File: src/rtl/token_rmw_writer.sv
// Token placement engine: reads three board rows, checks the chosen shape for
// overlap and range, then paints or erases it with a read-modify-write.
module token_rmw_writer #(
    parameter int COLS   = 10,
    parameter int ROWS   = 20,
    parameter int ADDR_W = 5,
    parameter int CX_W   = 4
) (
    input  logic              clk,
    input  logic              reset,
    input  logic              start,
    input  logic [2:0]        tok_id,
    input  logic [1:0]        mode,
    input  logic [CX_W-1:0]   col_x,
    input  logic [ADDR_W-1:0] row_base,
    output logic              busy,
    output logic              done,
    output logic              collision,
    output logic              err,
    output logic              rd_en,
    output logic [ADDR_W-1:0] rd_addr,
    input  logic [COLS-1:0]   rd_data,
    output logic              wr_en,
    output logic [ADDR_W-1:0] wr_addr,
    output logic [COLS-1:0]   wr_data
);

    typedef enum logic [2:0] {
        S_IDLE,
        S_CHK,
        S_RD,
        S_CAP,
        S_EVAL,
        S_WR,
        S_DONE
    } state_t;

    localparam logic [1:0]        MODE_PAINT = 2'b00;
    localparam logic [1:0]        MODE_ERASE = 2'b01;
    localparam logic [CX_W-1:0]   COL_MAX    = CX_W'(COLS - 3);
    localparam logic [ADDR_W-1:0] ROW_MAX    = ADDR_W'(ROWS - 3);

    state_t              state_q, state_d;
    logic [1:0]          cnt_q;
    logic [2:0]          tok_q;
    logic [1:0]          mode_q;
    logic [CX_W-1:0]     col_x_q;
    logic [ADDR_W-1:0]   row_base_q;
    logic [COLS-1:0]     buf_q [3];
    logic                range_bad;
    logic                hit;
    logic [COLS-1:0]     cur_mask;
    logic [ADDR_W-1:0]   cur_addr;

    // Packed as {row2, row1, row0}; bit k of a row lands on column col_x+k.
    function automatic logic [2:0] shape_row(input logic [2:0] tok, input logic [1:0] r);
        logic [8:0] s;
        case (tok)
            3'd0:    s = {3'b011, 3'b011, 3'b000};
            3'd1:    s = {3'b011, 3'b010, 3'b010};
            3'd2:    s = {3'b111, 3'b010, 3'b000};
            3'd3:    s = {3'b001, 3'b011, 3'b010};
            3'd4:    s = {3'b000, 3'b111, 3'b000};
            3'd5:    s = {3'b010, 3'b010, 3'b010};
            3'd6:    s = {3'b011, 3'b110, 3'b000};
            default: s = {3'b110, 3'b011, 3'b000};
        endcase
        case (r)
            2'd0:    return s[2:0];
            2'd1:    return s[5:3];
            default: return s[8:6];
        endcase
    endfunction

    function automatic logic [COLS-1:0] row_mask(input logic [2:0] tok, input logic [1:0] r,
                                                 input logic [CX_W-1:0] cx);
        return COLS'(shape_row(tok, r)) << cx;
    endfunction

    assign range_bad = (col_x_q > COL_MAX) || (row_base_q > ROW_MAX);
    assign cur_mask  = row_mask(tok_q, cnt_q, col_x_q);
    assign cur_addr  = row_base_q + ADDR_W'(cnt_q);

    always_comb begin
        hit = 1'b0;
        for (int i = 0; i < 3; i++) begin
            hit = hit | (|(buf_q[i] & row_mask(tok_q, 2'(i), col_x_q)));
        end
    end

    // NOTE: every signal gets a default before the case so no path leaves a latch behind.
    always_comb begin
        state_d = state_q;
        case (state_q)
            S_IDLE: if (start) state_d = S_CHK;
            S_CHK:  state_d = range_bad ? S_DONE : S_RD;
            S_RD:   state_d = S_CAP;
            S_CAP:  state_d = (cnt_q == 2'd2) ? S_EVAL : S_RD;
            S_EVAL: begin
                if (mode_q[1] || (mode_q == MODE_PAINT && hit))
                    state_d = S_DONE;
                else
                    state_d = S_WR;
            end
            S_WR:   state_d = (cnt_q == 2'd2) ? S_DONE : S_WR;
            S_DONE: state_d = S_IDLE;
            default: state_d = S_IDLE;
        endcase
    end

    // NOTE: sequential state uses <= so every register samples pre-edge values.
    always_ff @(posedge clk or posedge reset) begin
        if (reset) begin
            state_q    <= S_IDLE;
            cnt_q      <= 2'd0;
            tok_q      <= 3'd0;
            mode_q     <= 2'd0;
            col_x_q    <= '0;
            row_base_q <= '0;
            collision  <= 1'b0;
            err        <= 1'b0;
        end else begin
            state_q <= state_d;
            case (state_q)
                S_IDLE: begin
                    if (start) begin
                        tok_q      <= tok_id;
                        mode_q     <= mode;
                        col_x_q    <= col_x;
                        row_base_q <= row_base;
                        cnt_q      <= 2'd0;
                        collision  <= 1'b0;
                        err        <= 1'b0;
                    end
                end
                S_CHK:  err <= range_bad;
                S_CAP,
                S_WR:   cnt_q <= (cnt_q == 2'd2) ? 2'd0 : cnt_q + 2'd1;
                S_EVAL: collision <= hit;
                default: ;
            endcase
        end
    end

    // NOTE: the row buffer is pure datapath, always refilled before use, so it carries no reset.
    always_ff @(posedge clk) begin
        if (state_q == S_CAP) buf_q[cnt_q] <= rd_data;
    end

    always_comb begin
        busy    = (state_q != S_IDLE);
        done    = (state_q == S_DONE);
        rd_en   = (state_q == S_RD);
        wr_en   = (state_q == S_WR);
        rd_addr = '0;
        wr_addr = '0;
        wr_data = '0;
        if (rd_en) rd_addr = cur_addr;
        if (wr_en) begin
            wr_addr = cur_addr;
            if (mode_q == MODE_ERASE)
                wr_data = buf_q[cnt_q] & ~cur_mask;
            else
                wr_data = buf_q[cnt_q] | cur_mask;
        end
    end

endmodule

File: config.mk
export PLATFORM = sky130hd
export DESIGN_NAME = token_rmw_writer
export DESIGN_NICKNAME = d
export VERILOG_FILES = /design/src/rtl/token_rmw_writer.sv
export SDC_FILE = /design/constraint.sdc
export NUM_CORES = 1
export LEC_CHECK = 0
export CORE_ASPECT_RATIO = 2
export CORE_MARGIN = 2
export CORE_UTILIZATION = 50
export CTS_CLUSTER_SIZE = 12
export DETAILED_ROUTE_END_ITERATION = 12
export DONT_BUFFER_PORTS = 1
export GPL_TIMING_DRIVEN = 0
export PLACE_DENSITY = 0.68
export SLEW_MARGIN = 25
export SYNTH_ARGS = -nofsm -noshare
export SYNTH_HDL_FRONTEND = slang
export SYNTH_SLANG_ARGS = --single-unit
File: constraint.sdc
create_clock -name clk -period 2.9 [get_ports clk]
set_clock_uncertainty 0.2 [all_clocks]
set_input_delay 0.29 -clock clk [delete_from_list [all_inputs] [get_ports clk]]
set_output_delay 0.29 -clock clk [all_outputs]
set_load 0.02 [all_outputs]
After elaboration in Yosys (flattened, before gate mapping) --
Memories as Yosys holds them, arrays and structs flattened. Cells that the tools add are included.
Word-level totals: flip-flop bits (word level) 21, RAM bits 30, input bits 27, memories kept 1
Operators by class: $add $sub $neg 2, $lt $le $gt $ge 2, eq/ne operators 16, shift operators 4, muxes and demuxes 20, bitwise gates (word level) 8, reductions and logical operators 19
Memory list:
- buf_q | depth 3, bits a word 10, rd ports 4, clocked after Yosys merged registers in 0, wr ports 1, line 49 | logic [COLS-1:0] buf_q [3];
Operators by type and width (count):
- one-hot mux 9 bit (7 select lines) | 1
- AND 10 bit | 4
- left shift 3 x 4 -> 10 bit | 4
- OR reduction 10 bit | 3
- 2-to-1 mux 10 bit | 2
- equality test 3 bit, second input constant | 6
- one-hot mux 3 bit (6 select lines) | 1
- equality test 3 x 2 -> 1 bit, second input constant | 4
- 2-to-1 mux 5 bit | 2
- inverter 10 bit | 1
- OR 10 bit | 1
- 2-to-1 mux 3 bit | 3
- 2-to-1 mux 2 bit | 4
- AND reduction 2 bit | 4
- equality test 3 x 1 -> 1 bit, second input constant | 2
- zero test 3 bit | 2
- one-hot mux 3 bit (2 select lines) | 1
- nonzero test 2 bit | 3
- adder 5 x 2 -> 5 bit | 1
- > comparator 5 bit, second input constant | 1
- equality test 2 x 1 -> 1 bit, second input constant | 2
- > comparator 4 x 3 -> 1 bit, second input constant | 1
- zero test 2 bit | 2
- one-hot mux 1 bit (2 select lines) | 2
- 10 further kinds | 14

Depth between registers and ports, before layout --
depth in word-level cells 11, mapped depth 9, mapped depth without buffers 6

Least setup slack after synthesis --
Ideal clock, no wire load.
path type reg2out, start point register tok_q[1], end point output wr_data[4], arrival 2.434 ns, data required time 2.410 ns, path slack -0.024 ns, stages on the path, launching flop included 8, path buffers 2, cell sequence dfrtp_1 > buf_6 > buf_2 > or3b_2 > a21oi_1 > o21ai_0 > mux2_2 > o41ai_1
On the way: cells in the longest elaborated chain, start to end 8, elaborated cells on any way between the ends 15
RTL lines:
- start: declaration | line 45 | logic [2:0] tok_q;
- start signal: assignment | line 127 | tok_q <= tok_id;
- equality test 3 bit, or another cell as far along | line 58 | case (tok)
- one-hot mux 9 bit (7 select lines) (*)
- one-hot mux 3 bit (2 select lines) (*) | line 68 | case (r)
- left shift 3 x 4 -> 10 bit (*) | line 77 | return COLS'(shape_row(tok, r)) << cx;
- inverter 10 bit | line 162 | wr_data = buf_q[cnt_q] & ~cur_mask;
- AND 10 bit | line 162
- 2-to-1 mux 10 bit (*) | line 161 | if (mode_q == MODE_ERASE)
- 2-to-1 mux 10 bit (*) | line 159 | if (wr_en) begin
- end: declaration | line 25 | output logic [COLS-1:0] wr_data
Mark *: on every way between the ends. The rest lies on a longest branch, timed or not.

Worst setup path in the final report --
start point register tok_q[2], end point output wr_data[9]
Same word-level chain as after synthesis.

==> results.cfg <==
[run_status]
outcome = finished with violations
violations = negative setup slack

[sta]
tightest_slew_ns = 0.9838
min_period_ns = 3.002
setup_viol = 3
max_slew_margin_pct = 34.17
clock.fmax_mhz = 333.1
finalHoldViolations = 0
fin_crit_sh_pct = 103.5
rsz0062_at_grt = true
finalMaxSlewViolations = 0
layout_setup_ws_ns = -0.1020

[power_and_ir_drop]
sw_frac_of_total_pct = 44.77
switchingPower_mw = 2.606
pwr-share-clk_pct = 18.2
power_frac_comb_pct = 58.5
p_int_mw = 3.216
leakage_nw = 1.858
powerDensity_nw_per_um2 = 1164
vdd_drop_max_mv = 0.9624
seqPwrFrac_pct = 23.3
power_mw = 5.822

[worst_setup_path]
endpoint = wr_data[9]
worst_ep_required_time_ns = 2.41
arrival_ns = 2.51
timing.rr.end = state_q[1]
r2r_cells = 8
cp_max_fo = 5
end_kind = output port
reg2reg_from = col_x_q[1]
startpoint_type = flip-flop
crit_type = reg -> out
critPathLaunch = tok_q[2]
r2r_slack_ns = 0.02

[cts]
cts.sinks = 61
cts-buffers-inserted = 9
cts_tree = done
cts_buffer_depth = 2
path_clk_slew_ns = 0.05
clockRootBuffer = clkbuf_16
clkLatencyLatePin_ns = 0.33
htree_levels = 3

[route]
dr.pass1.iters = 6
drc = 0
wl_um = 12400
via_count = 3451
drt-initial-drc-count = 234
viasPerCell = 6.573
routedWlPerCell_um = 23.63
detail-route-antenna-nets = 0

[floorplan]
rows = 45
fp.dieW_um = 66.47
ios = 53
core_area_um2 = 7601
start_util_pct = 51.34
fp.dieArea_um2 = 8571
die_h_um = 128.9

[final_layout]
stdcell_count = 525
n_fill_cell = 634
drive_gt1_share_pct = 28.07
area_growth_pct = 28.21
antennaDiodeCount = 0
finalNetCount = 456

[synthesis]
async_flop_share_pct = 34.43
post-synth-top-area-cell = edfxtp_1
synth_seq_area_share_pct = 44.24
netlist_area_um2 = 3902
yosys_warnings = 0
synth_area_leaders = edfxtp_1 (31%), dfrtp_1 (13%), mux4_2 (6.9%)
ys_types = 62
synth.most_common_cell = edfxtp_1
syn_avg_cell_area_um2 = 10.55
synth_nets = 400
synth_edf_count = 40
ys_seq_elements = 61
synth_top_area_share_pct = 30.78
synth.top_cells.by_count = edfxtp_1 (40), nand2_1 (25), nor2_1 (24), o21ai_0 (23)
synthesis.instances = 370
synth-main-ff-cell = edfxtp_1

[placed_design]
gp_congestion = 0.9622
portBuffers = 0
place_hpwl_um = 8844
pre_cts_ws_ns = -0.4767
dp_cells = 466

[global_route]
overflow = 0
grt_pass1_wl_um = 18540
grt_pass1_vias = 3563
track_usage_pct = 30.34
antenna_found_initial = 0
grt_max_degree = 22

[min_path]
hp-class = in -> reg

[job]
max_cap_viol_count = 0
area by class of cell:
type	instances	area [um^2]	area share (%)
clock inverter	7	73.82	1.475
buffer	29	232.7	4.651
sequential	61	1730	34.58
multi-input combinational	267	2167	43.31
clock buffer	9	225.2	4.501
inverter	11	41.29	0.8252
timing repair buffer	47	415.4	8.302
tap	94	117.6	2.351
power groups by stage:
| stage | registers (mW) | logic, mW | clock network, mW |
|---|---|---|---|
| 2_1_floorplan | 1.27 | 2.10 | 0 |
| 3_3_place_gp | 1.35 | 2.73 | 0 |
| 3_5_place_dp | 1.35 | 2.76 | 0 |
| 4_1_cts | 1.34 | 3.25 | 1.07 |
| 5_1_grt | 1.37 | 3.63 | 1.10 |
| 6_report | 1.36 | 3.41 | 1.06 |
routing by layer:
layer	GRT usage [%]	vias to the layer above	wire, um
met5	0	-	0
met4	23.17	0	890
met3	5.332	58	609
met2	53.94	157	6730
met1	29.95	1707	4173
li1	-	1529	-
cells by family (layout without fill, tap and decap cells):
kind of cell | count (synthesis) | in the layout | share of synthesized area [%]
adders and majority gates | 3 | 3 | 1.154
muxes | 36 | 36 | 13.47
AOI/OAI and AO/OA | 99 | 99 | 17.38
and+or+nand+nor | 124 | 124 | 17.44
xor gates and xnor gates | 5 | 5 | 1.122
buffers and inverters | 42 | 103 | 5.194
DFF | 61 | 61 | 44.24
registers in the layout, summed over array words and instances, names as in the netlist:
name / count
collision: 1
cnt_q: 2
mode_q: 2
row_base_q: 5
err: 1
buf_q: 40
state_q: 3
tok_q: 3
col_x_q: 4
worst min-delay path by stage:
stage / from / end / slack [ns] / cells past startpoint
after global routing: start / state_q[0] / 0.14 / 4
after floorplan: reset / cnt_q[0] / 0.07 / 1
after CTS: start / state_q[0] / 0.07 / 4
after detailed placement: rd_data[0] / buf_q[0][0] / 0.19 / 0
final: start / state_q[0] / 0.09 / 4
after global placement: reset / tok_q[2] / 0.18 / 1
through the flow:
stage	instance area [um^2]	util (%)	TNS (ns)	hold WS, ns
2_1_floorplan	3910	-	0	0.06653
3_3_place_gp	4028	52.99	-21.39	0.1776
3_5_place_dp	4058	53.38	-6.965	0.1890
4_1_cts	4935	64.92	-0.07358	0.07338
5_1_grt	5004	65.83	-0.4414	0.1431
6_report	5004	65.83	-0.2078	0.08964
critical path: stages (launching register included):
cell	delay [ns]
dfrtp_2	0.45
buf_6	0.15
and3_4	0.17
or3_4	0.36
a211oi_4	0.39
mux2i_1	0.14
a211o_1	0.32
a21oi_4	0.21
what timing repair did:
item,CTS,global route
hold buffers,26,0
cloned,1,0
buffers inserted,18,0
gates resized for setup,53,17
pin swaps,9,8
setup endpoints to repair,40,12
hold endpoints to repair,76,0
cell usage in the layout, fill, tap and decap left out, types with 4 or more instances in the layout:
| cell type | synthesis | final |
|---|---|---|
| nand2_1 | 25 | 24 |
| and3b_1 | 6 | 6 |
| clkbuf_16 | 0 | 10 |
| nand3_1 | 10 | 10 |
| nor2_1 | 24 | 20 |
| edfxtp_1 | 40 | 40 |
| buf_2 | 9 | 5 |
| a211oi_1 | 6 | 5 |
| buf_4 | 3 | 24 |
| clkbuf_1 | 12 | 8 |
| inv_1 | 10 | 10 |
| buf_6 | 3 | 7 |
| mux4_2 | 12 | 12 |
| nor2_2 | 0 | 4 |
| mux2i_1 | 12 | 10 |
| a21oi_1 | 21 | 16 |
| o21ai_0 | 23 | 20 |
| nand2b_1 | 10 | 10 |
| nor3_1 | 7 | 4 |
| nor2b_1 | 8 | 8 |
| dfrtp_1 | 21 | 18 |
| mux2_2 | 12 | 11 |
| and2_1 | 6 | 6 |
| dlygate4sd3_1 | 0 | 26 |
Power figures use the tool's default switching activity.
